$ cat src/rtl/multicycle_control_unit_if.sv
// Shared instruction/data memory handshake between the control FSM and memory/IR side.
interface multicycle_control_unit_if;
    logic [31:0] instr;
    logic        mem_req;
    logic        mem_we;
    logic        mem_ready;

    modport master (output mem_req, output mem_we, input mem_ready, input instr);
    modport slave  (input mem_req, input mem_we, output mem_ready, output instr);
endinterface

$ cat src/rtl/multicycle_control_unit.sv
// Multi-cycle RV32I-subset control FSM: FETCH/DECODE/EXEC/MEM/WB with variable-latency
// shared memory, retirement pulse, sticky illegal-instruction and bus-timeout traps.
module multicycle_control_unit #(
    parameter int TIMEOUT   = 16,
    parameter bit EN_ADDUQB = 1'b1
) (
    input  logic                              clk,
    input  logic                              reset,
    multicycle_control_unit_if.master         bus,
    input  logic                              zero_i,
    output logic                              ir_write_o,
    output logic                              pc_write_o,
    output logic [1:0]                        pc_src_o,
    output logic                              reg_write_o,
    output logic [1:0]                        wb_sel_o,
    output logic                              alu_a_sel_o,
    output logic                              alu_src_o,
    output logic [3:0]                        alu_ctrl_o,
    output logic [2:0]                        imm_sel_o,
    output logic                              retire_o,
    output logic                              illegal_o,
    output logic                              bus_err_o,
    output logic [2:0]                        state_o
);
    typedef enum logic [2:0] {
        S_FETCH = 3'd0, S_DECODE = 3'd1, S_EXEC = 3'd2,
        S_MEM = 3'd3, S_WB = 3'd4, S_TRAP = 3'd7
    } state_e;

    typedef enum logic [3:0] {
        C_ALU, C_ADDI, C_LW, C_SW, C_BEQ, C_LUI, C_AUIPC, C_JAL, C_JALR
    } cls_e;

    typedef enum logic [3:0] {
        ALU_ADD = 4'd0, ALU_SUB = 4'd1, ALU_ADDUQB = 4'd2, ALU_AND = 4'd3, ALU_SLT = 4'd4,
        ALU_PASSB = 4'd5, ALU_SLL = 4'd6, ALU_SRL = 4'd7, ALU_SRA = 4'd8
    } alu_e;

    localparam int CW = (TIMEOUT < 2) ? 1 : $clog2(TIMEOUT + 1);
    localparam logic [CW-1:0] TO_LAST = (TIMEOUT > 0) ? CW'(TIMEOUT - 1) : '0;

    state_e        state_q, state_d;
    cls_e          cls_q, cls_d, dec_cls;
    alu_e          op_q, op_d, dec_op;
    logic [CW-1:0] cnt_q, cnt_d;
    logic          illegal_q, illegal_d, bus_err_q, bus_err_d;
    logic          dec_ok, to_hit;

    logic [6:0] opc, f7;
    logic [2:0] f3;
    logic       unused_instr;
    assign opc = bus.instr[6:0];
    assign f3  = bus.instr[14:12];
    assign f7  = bus.instr[31:25];
    assign unused_instr = ^{bus.instr[24:15], bus.instr[11:7]};

    always_comb begin
        dec_ok  = 1'b0;
        dec_cls = C_ALU;
        dec_op  = ALU_ADD;
        case (opc)
            7'b0110011: begin
                if (f7 == 7'b0000000) begin
                    dec_ok = 1'b1;
                    case (f3)
                        3'b000:  dec_op = ALU_ADD;
                        3'b001:  dec_op = ALU_SLL;
                        3'b010:  dec_op = ALU_SLT;
                        3'b101:  dec_op = ALU_SRL;
                        3'b111:  dec_op = ALU_AND;
                        default: dec_ok = 1'b0;
                    endcase
                end else if (f7 == 7'b0100000) begin
                    dec_ok = 1'b1;
                    case (f3)
                        3'b000:  dec_op = ALU_SUB;
                        3'b101:  dec_op = ALU_SRA;
                        default: dec_ok = 1'b0;
                    endcase
                end
            end
            7'b0010011: begin dec_cls = C_ADDI;  dec_ok = (f3 == 3'b000); end
            7'b0000011: begin dec_cls = C_LW;    dec_ok = (f3 == 3'b010); end
            7'b0100011: begin dec_cls = C_SW;    dec_ok = (f3 == 3'b010); end
            7'b1100011: begin dec_cls = C_BEQ;   dec_ok = (f3 == 3'b000); end
            7'b0110111: begin dec_cls = C_LUI;   dec_ok = 1'b1; end
            7'b0010111: begin dec_cls = C_AUIPC; dec_ok = 1'b1; end
            7'b1101111: begin dec_cls = C_JAL;   dec_ok = 1'b1; end
            7'b1100111: begin dec_cls = C_JALR;  dec_ok = (f3 == 3'b000); end
            7'b0001011: begin dec_op = ALU_ADDUQB; dec_ok = EN_ADDUQB; end
            default: ;
        endcase
    end

    assign to_hit = (TIMEOUT > 0) && (cnt_q == TO_LAST);

    always_comb begin
        state_d     = state_q;
        cls_d       = cls_q;
        op_d        = op_q;
        cnt_d       = '0;
        illegal_d   = illegal_q;
        bus_err_d   = bus_err_q;
        bus.mem_req = 1'b0;
        bus.mem_we  = 1'b0;
        ir_write_o  = 1'b0;
        pc_write_o  = 1'b0;
        pc_src_o    = 2'b00;
        reg_write_o = 1'b0;
        wb_sel_o    = 2'b00;
        alu_a_sel_o = 1'b0;
        alu_src_o   = 1'b0;
        alu_ctrl_o  = ALU_ADD;
        imm_sel_o   = 3'b000;
        retire_o    = 1'b0;
        case (state_q)
            S_FETCH: begin
                bus.mem_req = 1'b1;
                if (bus.mem_ready) begin
                    ir_write_o = 1'b1;
                    state_d    = S_DECODE;
                end
            end
            S_DECODE: begin
                cls_d = dec_cls;
                op_d  = dec_op;
                if (dec_ok) begin
                    state_d = S_EXEC;
                end else begin
                    state_d   = S_TRAP;
                    illegal_d = 1'b1;
                end
            end
            S_EXEC: begin
                state_d = S_WB;
                case (cls_q)
                    C_ALU:  alu_ctrl_o = op_q;
                    C_ADDI, C_LW, C_JALR: alu_src_o = 1'b1;
                    C_SW:   begin alu_src_o = 1'b1; imm_sel_o = 3'b001; end
                    C_BEQ:  begin alu_ctrl_o = ALU_SUB; imm_sel_o = 3'b010; end
                    C_LUI:  begin alu_ctrl_o = ALU_PASSB; alu_src_o = 1'b1; imm_sel_o = 3'b011; end
                    C_AUIPC: begin alu_a_sel_o = 1'b1; alu_src_o = 1'b1; imm_sel_o = 3'b011; end
                    C_JAL:  begin alu_a_sel_o = 1'b1; alu_src_o = 1'b1; imm_sel_o = 3'b100; end
                    default: ;
                endcase
                if (cls_q == C_BEQ) begin
                    pc_write_o = 1'b1;
                    pc_src_o   = zero_i ? 2'b01 : 2'b00;
                    retire_o   = 1'b1;
                    state_d    = S_FETCH;
                end else if (cls_q == C_LW || cls_q == C_SW) begin
                    state_d = S_MEM;
                end
            end
            S_MEM: begin
                bus.mem_req = 1'b1;
                bus.mem_we  = (cls_q == C_SW);
                if (bus.mem_ready) begin
                    if (cls_q == C_SW) begin
                        pc_write_o = 1'b1;
                        retire_o   = 1'b1;
                        state_d    = S_FETCH;
                    end else begin
                        state_d = S_WB;
                    end
                end
            end
            S_WB: begin
                reg_write_o = 1'b1;
                pc_write_o  = 1'b1;
                retire_o    = 1'b1;
                state_d     = S_FETCH;
                if (cls_q == C_LW) wb_sel_o = 2'b01;
                if (cls_q == C_JAL || cls_q == C_JALR) wb_sel_o = 2'b10;
                if (cls_q == C_JAL)  pc_src_o = 2'b01;
                if (cls_q == C_JALR) pc_src_o = 2'b10;
            end
            S_TRAP: ;
            default: state_d = S_FETCH;
        endcase
        // Stalled request: count the wait, trap once the budget is spent.
        if (bus.mem_req && !bus.mem_ready) begin
            if (to_hit) begin
                state_d   = S_TRAP;
                bus_err_d = 1'b1;
            end else begin
                cnt_d = cnt_q + CW'(1);
            end
        end
    end

    always_ff @(posedge clk) begin
        if (reset) begin
            state_q   <= S_FETCH;
            cls_q     <= C_ALU;
            op_q      <= ALU_ADD;
            cnt_q     <= '0;
            illegal_q <= 1'b0;
            bus_err_q <= 1'b0;
        end else begin
            state_q   <= state_d;
            cls_q     <= cls_d;
            op_q      <= op_d;
            cnt_q     <= cnt_d;
            illegal_q <= illegal_d;
            bus_err_q <= bus_err_d;
        end
    end

    assign illegal_o = illegal_q;
    assign bus_err_o = bus_err_q;
    assign state_o   = state_q;
endmodule

$ cat src/flat_wrapper.sv
// flat-port wrapper written by rule: the top's interface ports become plain ports
module multicycle_control_unit_flat 
#(
    parameter int TIMEOUT   = 16,
    parameter bit EN_ADDUQB = 1'b1
)
  (clk, reset, zero_i, ir_write_o, pc_write_o, pc_src_o, reg_write_o, wb_sel_o, alu_a_sel_o, alu_src_o, alu_ctrl_o, imm_sel_o, retire_o, illegal_o, bus_err_o, state_o, bus_mem_req, bus_mem_we, bus_mem_ready, bus_instr);
  multicycle_control_unit_if bus_i ();
  input  logic clk;
  input  logic reset;
  input  logic zero_i;
  output logic ir_write_o;
  output logic pc_write_o;
  output logic [1:0] pc_src_o;
  output logic reg_write_o;
  output logic [1:0] wb_sel_o;
  output logic alu_a_sel_o;
  output logic alu_src_o;
  output logic [3:0] alu_ctrl_o;
  output logic [2:0] imm_sel_o;
  output logic retire_o;
  output logic illegal_o;
  output logic bus_err_o;
  output logic [2:0] state_o;
  output wire logic [$bits(bus_i.mem_req)-1:0] bus_mem_req;
  output wire logic [$bits(bus_i.mem_we)-1:0] bus_mem_we;
  input wire logic [$bits(bus_i.mem_ready)-1:0] bus_mem_ready;
  input wire logic [$bits(bus_i.instr)-1:0] bus_instr;
  assign bus_mem_req = bus_i.mem_req;
  assign bus_mem_we = bus_i.mem_we;
  assign bus_i.mem_ready = bus_mem_ready;
  assign bus_i.instr = bus_instr;
  multicycle_control_unit #(.TIMEOUT(TIMEOUT), .EN_ADDUQB(EN_ADDUQB)) u_core (.clk(clk), .reset(reset), .bus(bus_i), .zero_i(zero_i), .ir_write_o(ir_write_o), .pc_write_o(pc_write_o), .pc_src_o(pc_src_o), .reg_write_o(reg_write_o), .wb_sel_o(wb_sel_o), .alu_a_sel_o(alu_a_sel_o), .alu_src_o(alu_src_o), .alu_ctrl_o(alu_ctrl_o), .imm_sel_o(imm_sel_o), .retire_o(retire_o), .illegal_o(illegal_o), .bus_err_o(bus_err_o), .state_o(state_o));
endmodule
$ cat config.mk
export PLATFORM = sky130hd
export DESIGN_NAME = multicycle_control_unit_flat
export DESIGN_NICKNAME = d
export VERILOG_FILES = /design/src/rtl/multicycle_control_unit_if.sv /design/src/rtl/multicycle_control_unit.sv /design/src/flat_wrapper.sv
export SDC_FILE = /design/constraint.sdc
export NUM_CORES = 1
export LEC_CHECK = 0
export ABC_AREA = 1
export CORE_MARGIN = 2
export CORE_UTILIZATION = 30
export DETAILED_ROUTE_END_ITERATION = 8
export HOLD_SLACK_MARGIN = 0.08
export SYNTH_ARGS = -nofsm -noshare
export SYNTH_HDL_FRONTEND = slang
export SYNTH_SLANG_ARGS = --single-unit
$ cat constraint.sdc
create_clock -name clk -period 2.6 [get_ports clk]
set_clock_uncertainty 0.2 [all_clocks]
set_input_delay 0.26 -clock clk [delete_from_list [all_inputs] [get_ports clk]]
set_output_delay 0.26 -clock clk [all_outputs]
set_load 0.005 [all_outputs]
After elaboration in Yosys (flattened, before gate mapping)
Index checks and enable logic that the tools add are counted.

Flip-flop bits (word level): 18. Input port bits: 36. Memories: 0. Logic and storage cells: 103. Output and inout port bits: 24. Bits in latches: 0. Bits in read-only memories: 0. RAM bits: 0.

Multipliers: 0. Multiplexer cells: 45. Div/mod/pow operators: 0. Bitwise gates (word level): 2. Add/subtract/negate cells: 1. Shifts and indexed selects: 0. Magnitude comparators: 0. Equality and inequality tests: 29. Reductions and logical operators: 20.

Operators with widths (number): case mux 4 bit (8 select lines) (1); == test 7 x 6 -> 1 bit, second input constant (4); two-way mux 3 bit (9); case mux 3 bit (4 select lines) (2); == test 7 bit, second input constant (3); two-way mux 1 bit (19); == test 4 x 3 -> 1 bit, second input constant (4); case mux 4 bit (2 select lines) (2); case mux 3 bit (5 select lines) (1); == test 7 x 5 -> 1 bit, second input constant (2); == test 3 bit, second input constant (4); two-way mux 4 bit (3); case mux 4 bit (3 select lines) (1); OR reduction 2 bit (5); == test 3 x 2 -> 1 bit, second input constant (3); == test 4 x 2 -> 1 bit, second input constant (2); two-way mux 2 bit (4); == test 7 x 2 -> 1 bit, second input constant (1); == test 7 x 4 -> 1 bit, second input constant (1); logical NOT 7 bit (1); OR reduction 7 bit (1); == test 3 x 1 -> 1 bit, second input constant (2); logical NOT 3 bit (2); OR reduction 3 bit (2); other kinds (15) (18).

Logic depth before layout (Yosys ltp)
Gate-level depths: netlist of the first run.

Word-level depth: 10. Mapped depth: 11. Mapped depth without buffers: 11.

Least setup slack after synthesis of the first run
OpenSTA, ideal clock, no wires.

Kind: register -> output. Start: register u_core.cls_q[0]. End: output retire_o. Arrival: 1226 ps. Path buffers: 1. Data required time: 2140 ps. Stages on the path, launching flop included: 5. Slack: 914 ps. Cells stage by stage: dfxtp_1 nor2_1 inv_1 o311ai_0 buf_4.

Longest elaborated chain between the ends: 4. Elaborated cells between the ends (all ways): 6. Classes of those cells: eq/ne (2); mux (4).

RTL lines: start, declared (line multicycle_control_unit.sv:43) `cls_e cls_q, cls_d, dec_cls;`; start signal, assigned (line multicycle_control_unit.sv:202) `cls_q <= cls_d;`; == test 4 x 2 -> 1 bit (line multicycle_control_unit.sv:159) `if (cls_q == C_SW) begin`; two-way mux 1 bit (2 in series); case mux 1 bit (3 select lines) (*); end, declared (line flat_wrapper.sv:21) `output logic retire_o;`.

Every way passes the cells marked *; elsewhere a longest branch is shown, timed or not.

Worst setup path in the final report of the first run
Start: register u_core.cls_q[0]. End: output alu_ctrl_o[3].

Longest elaborated chain between the ends: 3. Elaborated cells between the ends (all ways): 5. Classes of those cells: eq/ne (2); mux (2); reduce/logical (1).

RTL lines: == test 4 x 3 -> 1 bit / logical NOT 4 bit (equally long branches) (line multicycle_control_unit.sv:136) `case (cls_q)`; case mux 4 bit (3 select lines) (*) (line multicycle_control_unit.sv:136); two-way mux 4 bit (*) (line multicycle_control_unit.sv:116) `case (state_q)`; end, declared (line flat_wrapper.sv:19) `output logic [3:0] alu_ctrl_o;`.

Marked as above.

==> results of run 1 <==
[worst paths after layout]
kind	from	to	slack, ns	cells after the start
max	u_core.cls_q[0]	alu_ctrl_o[3]	0.20	6
min	u_core.cnt_q[0]	u_core.cnt_q[0]	0.25	1
max reg2reg	u_core.state_o[2]	u_core.state_o[2]	0.95	8
min reg2reg	u_core.cnt_q[0]	u_core.cnt_q[0]	0.25	1
[metal layers]
layer  up-vias  GRT usage  wire, µm
met1       603      0.179      1520
met4         0     0.0385        35
met2        40      0.201      1330
met5         -          0         0
met3         5     0.0262       186
li1        772          -         -
[worst reg2reg max path, stage by stage, from the launching register on]
cell and delay, ns:
dfxtp_1 0.40, inv_1 0.10, nand3_1 0.25, buf_4 0.21, nor2_1 0.05, a21oi_1 0.16, nand3_1 0.09, nand2_1 0.06
inv_1 0.04
[registers in the layout (all words and copies together) (netlist names)]
register	count
u_core.cls_q	4
u_core.illegal_o	1
u_core.state_o	3
u_core.op_q	4
u_core.bus_err_o	1
u_core.cnt_q	5
[area by class of cell]
class	count	area (µm²)	area share
clock buffer	3	41.3	0.0226
inverter	37	139	0.0759
multi-input combinational	155	772	0.422
sequential	18	360	0.197
tap	50	62.6	0.0342
timing repair buffer	46	455	0.249
[kinds of logic after synthesis]
family | count (synthesis)
and+or+nand+nor | 121
buffers and inverters | 41
AOI/OAI and AO/OA | 31
DFF | 18
adders and majority gates | 2
xor gates and xnor gates | 1
[Yosys cell counts (2+ instances only)]
library cell / number / area share
dfxtp_1: 18 / 0.28
o21ai_0: 5 / 0.019
nand2_2: 4 / 0.019
a21oi_2: 2 / 0.014
nor3_1: 5 / 0.019
nand2_1: 48 / 0.14
nor2_1: 39 / 0.11
buf_2: 3 / 0.012
nand3_2: 4 / 0.031
nand4_1: 2 / 0.0097
inv_1: 34 / 0.099
a21oi_1: 16 / 0.062
nand3_1: 10 / 0.039
o211ai_1: 2 / 0.012
ha_1: 2 / 0.019
nor3b_1: 3 / 0.017
nor2_2: 3 / 0.015
inv_2: 3 / 0.0087
[power groups by stage]
stage | registers (µW) | clock network [µW] | logic [µW]
5_1_grt | 338 | 209 | 376
3_5_place_dp | 340 | 0 | 338
4_1_cts | 334 | 193 | 339
6_report | 334 | 189 | 336
2_1_floorplan | 336 | 0 | 195
3_3_place_gp | 340 | 0 | 336
[per-stage QoR]
stage / util / hold WS [ns]
2_1_floorplan: - / 0.218
3_3_place_gp: 0.438 / 0.233
3_5_place_dp: 0.438 / 0.236
4_1_cts: 0.448 / 0.250
5_1_grt: 0.448 / 0.277
6_report: 0.448 / 0.249
==> metrics.log, run 1 <==
INFO  metric outcome = finished clean
INFO  metric synth.distinct_cells = 29
INFO  metric postSynthCellCount = 214
INFO  metric leakage_power_figure = 0.000792 µW
INFO  metric final.min_clock_period = 2.40 ns
INFO  metric core = 4090 µm²
INFO  metric worst_ep_arrival_time = 1.94 ns
INFO  metric ant_nets = 0
INFO  metric cts_resized = 0
INFO  metric fin_cells = 309
INFO  metric initial_antenna_violation_count = 0
INFO  metric clkTransAtPathRegs = 0.06 ns
INFO  metric detailroute.via_count = 1420
INFO  metric final_cell_mix = nand2_1 (48), clkdlybuf4s50_1 (44), nor2_1 (39)
INFO  metric synth_xor_xnor_area_share = 0.00677
INFO  metric cellPowerDensity = 469 nW/µm²
INFO  metric globalRouteOverflowTotal = 0
INFO  metric detailed_place.area = 1790 µm²
INFO  metric num_io_pins = 60
INFO  metric drt_first_iter_violations = 85
INFO  metric timing.slew.headroom = 0.771
INFO  metric timing.critical_path.to_type = output pin
INFO  metric finalInstanceArea = 1830 µm²
INFO  metric min-delay-path-class = register to register
INFO  metric clk_path_buf_depth = 2
INFO  metric power_after_layout = 859 µW
INFO  metric cts_tree = done
INFO  metric clockRootBuffer = clkbuf_8
INFO  metric n_antenna_cell = 0
INFO  metric synth_seq_area_share = 0.279
INFO  metric syn_area_per_cell = 6.05 µm²
INFO  metric die_area = 4850 µm²
INFO  metric power.ir.vdd_worst = 0.274 mV
INFO  metric pin_count_of_the_biggest_net_entering_global_routing = 12
INFO  metric total_count_of_hold_check_failures_in_the_final_report = 0
INFO  metric timing.critical_path.required = 2.14 ns
INFO  metric switching_power = 294 µW
INFO  metric worst_skew_pair.late_latency = 0.25 ns
INFO  metric worstPathCellList = nor2_1, inv_1, nor2_1, inv_1, nor3b_1, clkdlybuf4s50_1
INFO  metric detailedRoute.firstPassIterationCount = 4
INFO  metric dp.final_hpwl = 2540 µm
INFO  metric rsz0062_at_grt = no
INFO  metric die_width = 69.7 µm
INFO  metric synth_enable_flop_cells = 0
INFO  metric vias_per_cell = 4.60
INFO  metric pre_cts_slack = 0.402 ns
INFO  metric synth_area = 1290 µm²
INFO  metric drive_gt1_frac = 0.0927
INFO  metric cts_htree_levels = 1
INFO  metric grt_pass1_vias = 1260
INFO  metric worst_slack = 0.200 ns
INFO  metric cts.repair_timing.setup_buffer_count = 0
INFO  metric drc = 0
INFO  metric final_min_period_over_clock_period = 0.923
INFO  metric cp_max_delay_cell = clkdlybuf4s50_1
INFO  metric ys_dominant_reg_cell = dfxtp_1
INFO  metric synth_compound_area_frac = 0.142
INFO  metric synth_seq_cells = 18
INFO  metric nets = 299
INFO  metric area_grow_syn2layout = 41.5%
INFO  metric internal_power = 565 µW
INFO  metric path_buf_inv = 3
INFO  metric sw_frac_of_total = 0.342
INFO  metric cp_max_fo = 5
INFO  metric yosys-mux-area-fraction = 0
INFO  metric ctsHoldBuffers = 0
INFO  metric wire_length_of_the_first_global_routing_pass = 5310 µm
INFO  metric max_cap_viol_count = 0
INFO  metric fp.dieH = 69.7 µm
INFO  metric main_combinational_cell_family_by_area_after_synthesis = simple AND/OR/NAND/NOR gates
INFO  metric setup.worst_path.class = register to output pin
INFO  metric synth_fa_ha_area_frac = 0.0193
INFO  metric synthesis.nets = 252
INFO  metric slew_viol_final = 0
INFO  metric critical_path.top_delay_family = buffers and inverters
INFO  metric gr-usage-all-layers = 0.129
INFO  metric gp_congestion = 0.735
INFO  metric synthSimpleGateAreaFrac = 0.428
INFO  metric initial_utilization = 0.317
INFO  metric cts.sink_count = 18
INFO  metric pwr-share-clk = 0.220
INFO  metric maxClockFrequency = 417 MHz
INFO  metric route.final.wire_length = 3070 µm
INFO  metric final.fill_count = 419
INFO  metric finalSetupViolCount = 0
INFO  metric place.port_buffers = 44
INFO  metric combPwrFrac = 0.391
INFO  metric max_slew.worst_pin.slew = 0.343 ns
INFO  metric start_kind = register
INFO  metric finalSetupTns = 0 ns
INFO  metric most_frequent_standard_cell_in_the_layout_excluding_fill_and_tap_cells = nand2_1
INFO  metric timing.critical_path.slowest_cell_delay = 0.55 ns
INFO  metric placement_rows = 23
INFO  metric pwr-share-seq = 0.389
INFO  metric detail_route.wl_per_cell = 9.94 µm
INFO  metric ys_warn_count = 0
INFO  metric asyncSetResetFlopFracSynth = 0
INFO  metric post-place-cells = 306
INFO  metric cts_made_buffers = 3
Note: power is estimated with default switching activity, not from simulation.
==> run 2: changes to the inputs <==
- CORE_UTILIZATION: 30 -> 44
- CTS_CLUSTER_SIZE: not set -> 25
- PLACE_DENSITY: not set -> 0.85
==> metrics.log, run 2 (same netlist as run 1, synthesis figures left out) <==
INFO  metric outcome = finished clean (unchanged)
INFO  metric initial_antenna_violation_count = 0 (unchanged)
INFO  metric sw_frac_of_total = 0.351 (was 0.342)
INFO  metric fp.dieH = 58.2 µm (was 69.7 µm)
INFO  metric timing.critical_path.slowest_cell_delay = 0.56 ns (was 0.55 ns)
INFO  metric finalSetupTns = 0 ns (unchanged)
INFO  metric registers.top_by_ff_count = u_core.cnt_q (unchanged)
INFO  metric path_buf_inv = 3 (unchanged)
INFO  metric drt_first_iter_violations = 62 (was 85)
INFO  metric cp_max_fo = 5 (unchanged)
INFO  metric wire_length_of_the_first_global_routing_pass = 5180 µm (was 5310 µm)
INFO  metric detailedRoute.firstPassIterationCount = 4 (unchanged)
INFO  metric cts_made_buffers = 3 (unchanged)
INFO  metric clockRootBuffer = clkbuf_4 (was clkbuf_8)
INFO  metric start_kind = register (unchanged)
INFO  metric max_cap_viol_count = 0 (unchanged)
INFO  metric maxClockFrequency = 409 MHz (was 417 MHz)
INFO  metric cellPowerDensity = 467 nW/µm² (was 469 nW/µm²)
INFO  metric critical-path-top-cell-by-count = inv_1
INFO  metric timing.critical_path.to_type = output pin (unchanged)
INFO  metric switching_power = 297 µW (was 294 µW)
INFO  metric detailed_place.area = 1770 µm² (was 1790 µm²)
INFO  metric cts.sink_count = 18 (unchanged)
INFO  metric die_width = 58.2 µm (was 69.7 µm)
INFO  metric num_io_pins = 60 (unchanged)
INFO  metric number_of_flip_flops_in_the_largest_register = 5 (unchanged)
INFO  metric final.min_clock_period = 2.44 ns (was 2.40 ns)
INFO  metric fin_cells = 291 (was 309)
INFO  metric combPwrFrac = 0.406 (was 0.391)
INFO  metric vias_per_cell = 5.03 (was 4.60)
INFO  metric globalRouteOverflowTotal = 0 (unchanged)
INFO  metric area_grow_syn2layout = 39.8% (was 41.5%)
INFO  metric nets = 299 (unchanged)
INFO  metric max_slew.worst_pin.slew = 0.346 ns (was 0.343 ns)
INFO  metric route.final.wire_length = 3000 µm (was 3070 µm)
INFO  metric detailroute.via_count = 1464 (was 1420)
INFO  metric final_min_period_over_clock_period = 0.940 (was 0.923)
INFO  metric cts_htree_levels = 1 (unchanged)
INFO  metric area_of_the_multi_input_gates = 779 µm² (was 772 µm²)
INFO  metric cp_max_delay_cell = clkdlybuf4s50_1 (unchanged)
INFO  metric gp_congestion = 0.842 (was 0.735)
INFO  metric clk_path_buf_depth = 2 (unchanged)
INFO  metric critical_path.top_delay_family = buffers and inverters (unchanged)
INFO  metric detail_route.wl_per_cell = 10.3 µm (was 9.94 µm)
INFO  metric power.ir.vdd_worst = 0.422 mV (was 0.274 mV)
INFO  metric timing.critical_path.required = 2.14 ns (about the same)
INFO  metric grt_pass1_vias = 1298 (was 1260)
INFO  metric timing.slew.headroom = 0.766 (was 0.771)
INFO  metric placement_rows = 19 (was 23)
INFO  metric pin_count_of_the_biggest_net_entering_global_routing = 12 (unchanged)
INFO  metric core = 2780 µm² (was 4090 µm²)
INFO  metric clkTransAtPathRegs = 0.10 ns (was 0.06 ns)
INFO  metric final.fill_count = 255 (was 419)
INFO  metric cts_tree = done (unchanged)
INFO  metric setup.worst_path.class = register to output pin (unchanged)
INFO  metric pwr-share-seq = 0.395 (was 0.389)
INFO  metric leakage_power_figure = 0.000792 µW (about the same)
INFO  metric dp.final_hpwl = 2440 µm (was 2540 µm)
INFO  metric drc = 0 (unchanged)
INFO  metric rsz0062_at_grt = no (unchanged)
INFO  metric slew_viol_final = 0 (unchanged)
INFO  metric most_frequent_standard_cell_in_the_layout_excluding_fill_and_tap_cells = nand2_1 (unchanged)
INFO  metric worstPathCellList = nor2_1, inv_1, nor2_2, inv_1, nor3b_1, clkdlybuf4s50_1 (was nor2_1, inv_1, nor2_1, inv_1, nor3b_1, clkdlybuf4s50_1)
INFO  metric finalSetupViolCount = 0 (unchanged)
INFO  metric final_cell_mix = nand2_1 (48), clkdlybuf4s50_1 (44), nor2_1 (38) (was nand2_1 (48), clkdlybuf4s50_1 (44), nor2_1 (39))
INFO  metric biggestRegsByFlops = u_core.cnt_q: 5 flops, u_core.cls_q: 4 flops, u_core.op_q: 4 flops (unchanged)
INFO  metric post-place-cells = 287 (was 306)
INFO  metric internal_power = 549 µW (was 565 µW)
INFO  metric initial_utilization = 0.465 (was 0.317)
INFO  metric drive_gt1_frac = 0.104 (was 0.0927)
INFO  metric finalInstanceArea = 1810 µm² (was 1830 µm²)
INFO  metric total_count_of_hold_check_failures_in_the_final_report = 0 (unchanged)
INFO  metric min-delay-path-class = register to register (unchanged)
INFO  metric n_antenna_cell = 0 (unchanged)
INFO  metric ant_nets = 0 (unchanged)
INFO  metric pwr-share-clk = 0.200 (was 0.220)
INFO  metric power_after_layout = 846 µW (was 859 µW)
INFO  metric area_occupied_by_registers = 360 µm² (unchanged)
INFO  metric gr-usage-all-layers = 0.192 (was 0.129)
INFO  metric die_area = 3390 µm² (was 4850 µm²)
INFO  metric worst_skew_pair.late_latency = 0.29 ns (was 0.25 ns)
INFO  metric place.port_buffers = 44 (unchanged)
INFO  metric worst_ep_arrival_time = 1.98 ns (was 1.94 ns)
run 2: path summary, 6_finish.rpt:
check	from	to	slack, ns	depth (start not counted)
setup / recovery	u_core.cls_q[0]	alu_ctrl_o[1]	0.16	6
hold / removal	u_core.cnt_q[0]	u_core.cnt_q[0]	0.26	1
setup reg to reg	u_core.state_o[2]	u_core.state_o[2]	1.03	8
hold reg to reg	u_core.cnt_q[0]	u_core.cnt_q[0]	0.26	1
run 2: per-stage QoR:
stage | hold WS (ns) | util | setup slack [ns]
3_3_place_gp | 0.232 | 0.635 | 0.444
2_1_floorplan | 0.218 | - | 0.914
3_5_place_dp | 0.237 | 0.635 | 0.340
4_1_cts | 0.259 | 0.648 | 0.00683
5_1_grt | 0.281 | 0.650 | 0.00974
6_report | 0.256 | 0.650 | 0.155
run 2: per-layer routing:
metal | vias to the layer above | global-route usage | wire length (µm)
li1 | 774 | - | -
met1 | 636 | 0.232 | 1370
met2 | 49 | 0.349 | 1440
met3 | 5 | 0.0379 | 165
met4 | 0 | 0.0432 | 28
met5 | - | 0 | 0
run 2: power groups by stage:
| stage | clock, µW | sequential, µW | combinational, µW |
|---|---|---|---|
| floorplan | 0 | 336 | 195 |
| global placement | 0 | 339 | 328 |
| detailed placement | 0 | 340 | 334 |
| CTS | 176 | 333 | 337 |
| global route | 187 | 338 | 384 |
| finish | 169 | 334 | 343 |
run 2: area by class of cell:
| type | count | share of cell area |
|---|---|---|
| timing repair buffer | 46 | 0.252 |
| multi-input combinational | 155 | 0.431 |
| inverter | 37 | 0.0768 |
| tap | 31 | 0.0214 |
| clock buffer | 4 | 0.0201 |
| sequential | 18 | 0.199 |
run 2: repair_timing:
item / in CTS / in global routing
hold buffers: 0 / 0
gates resized for setup: 0 / 3
buffers inserted: 0 / 0
setup endpoints to repair: 0 / 5
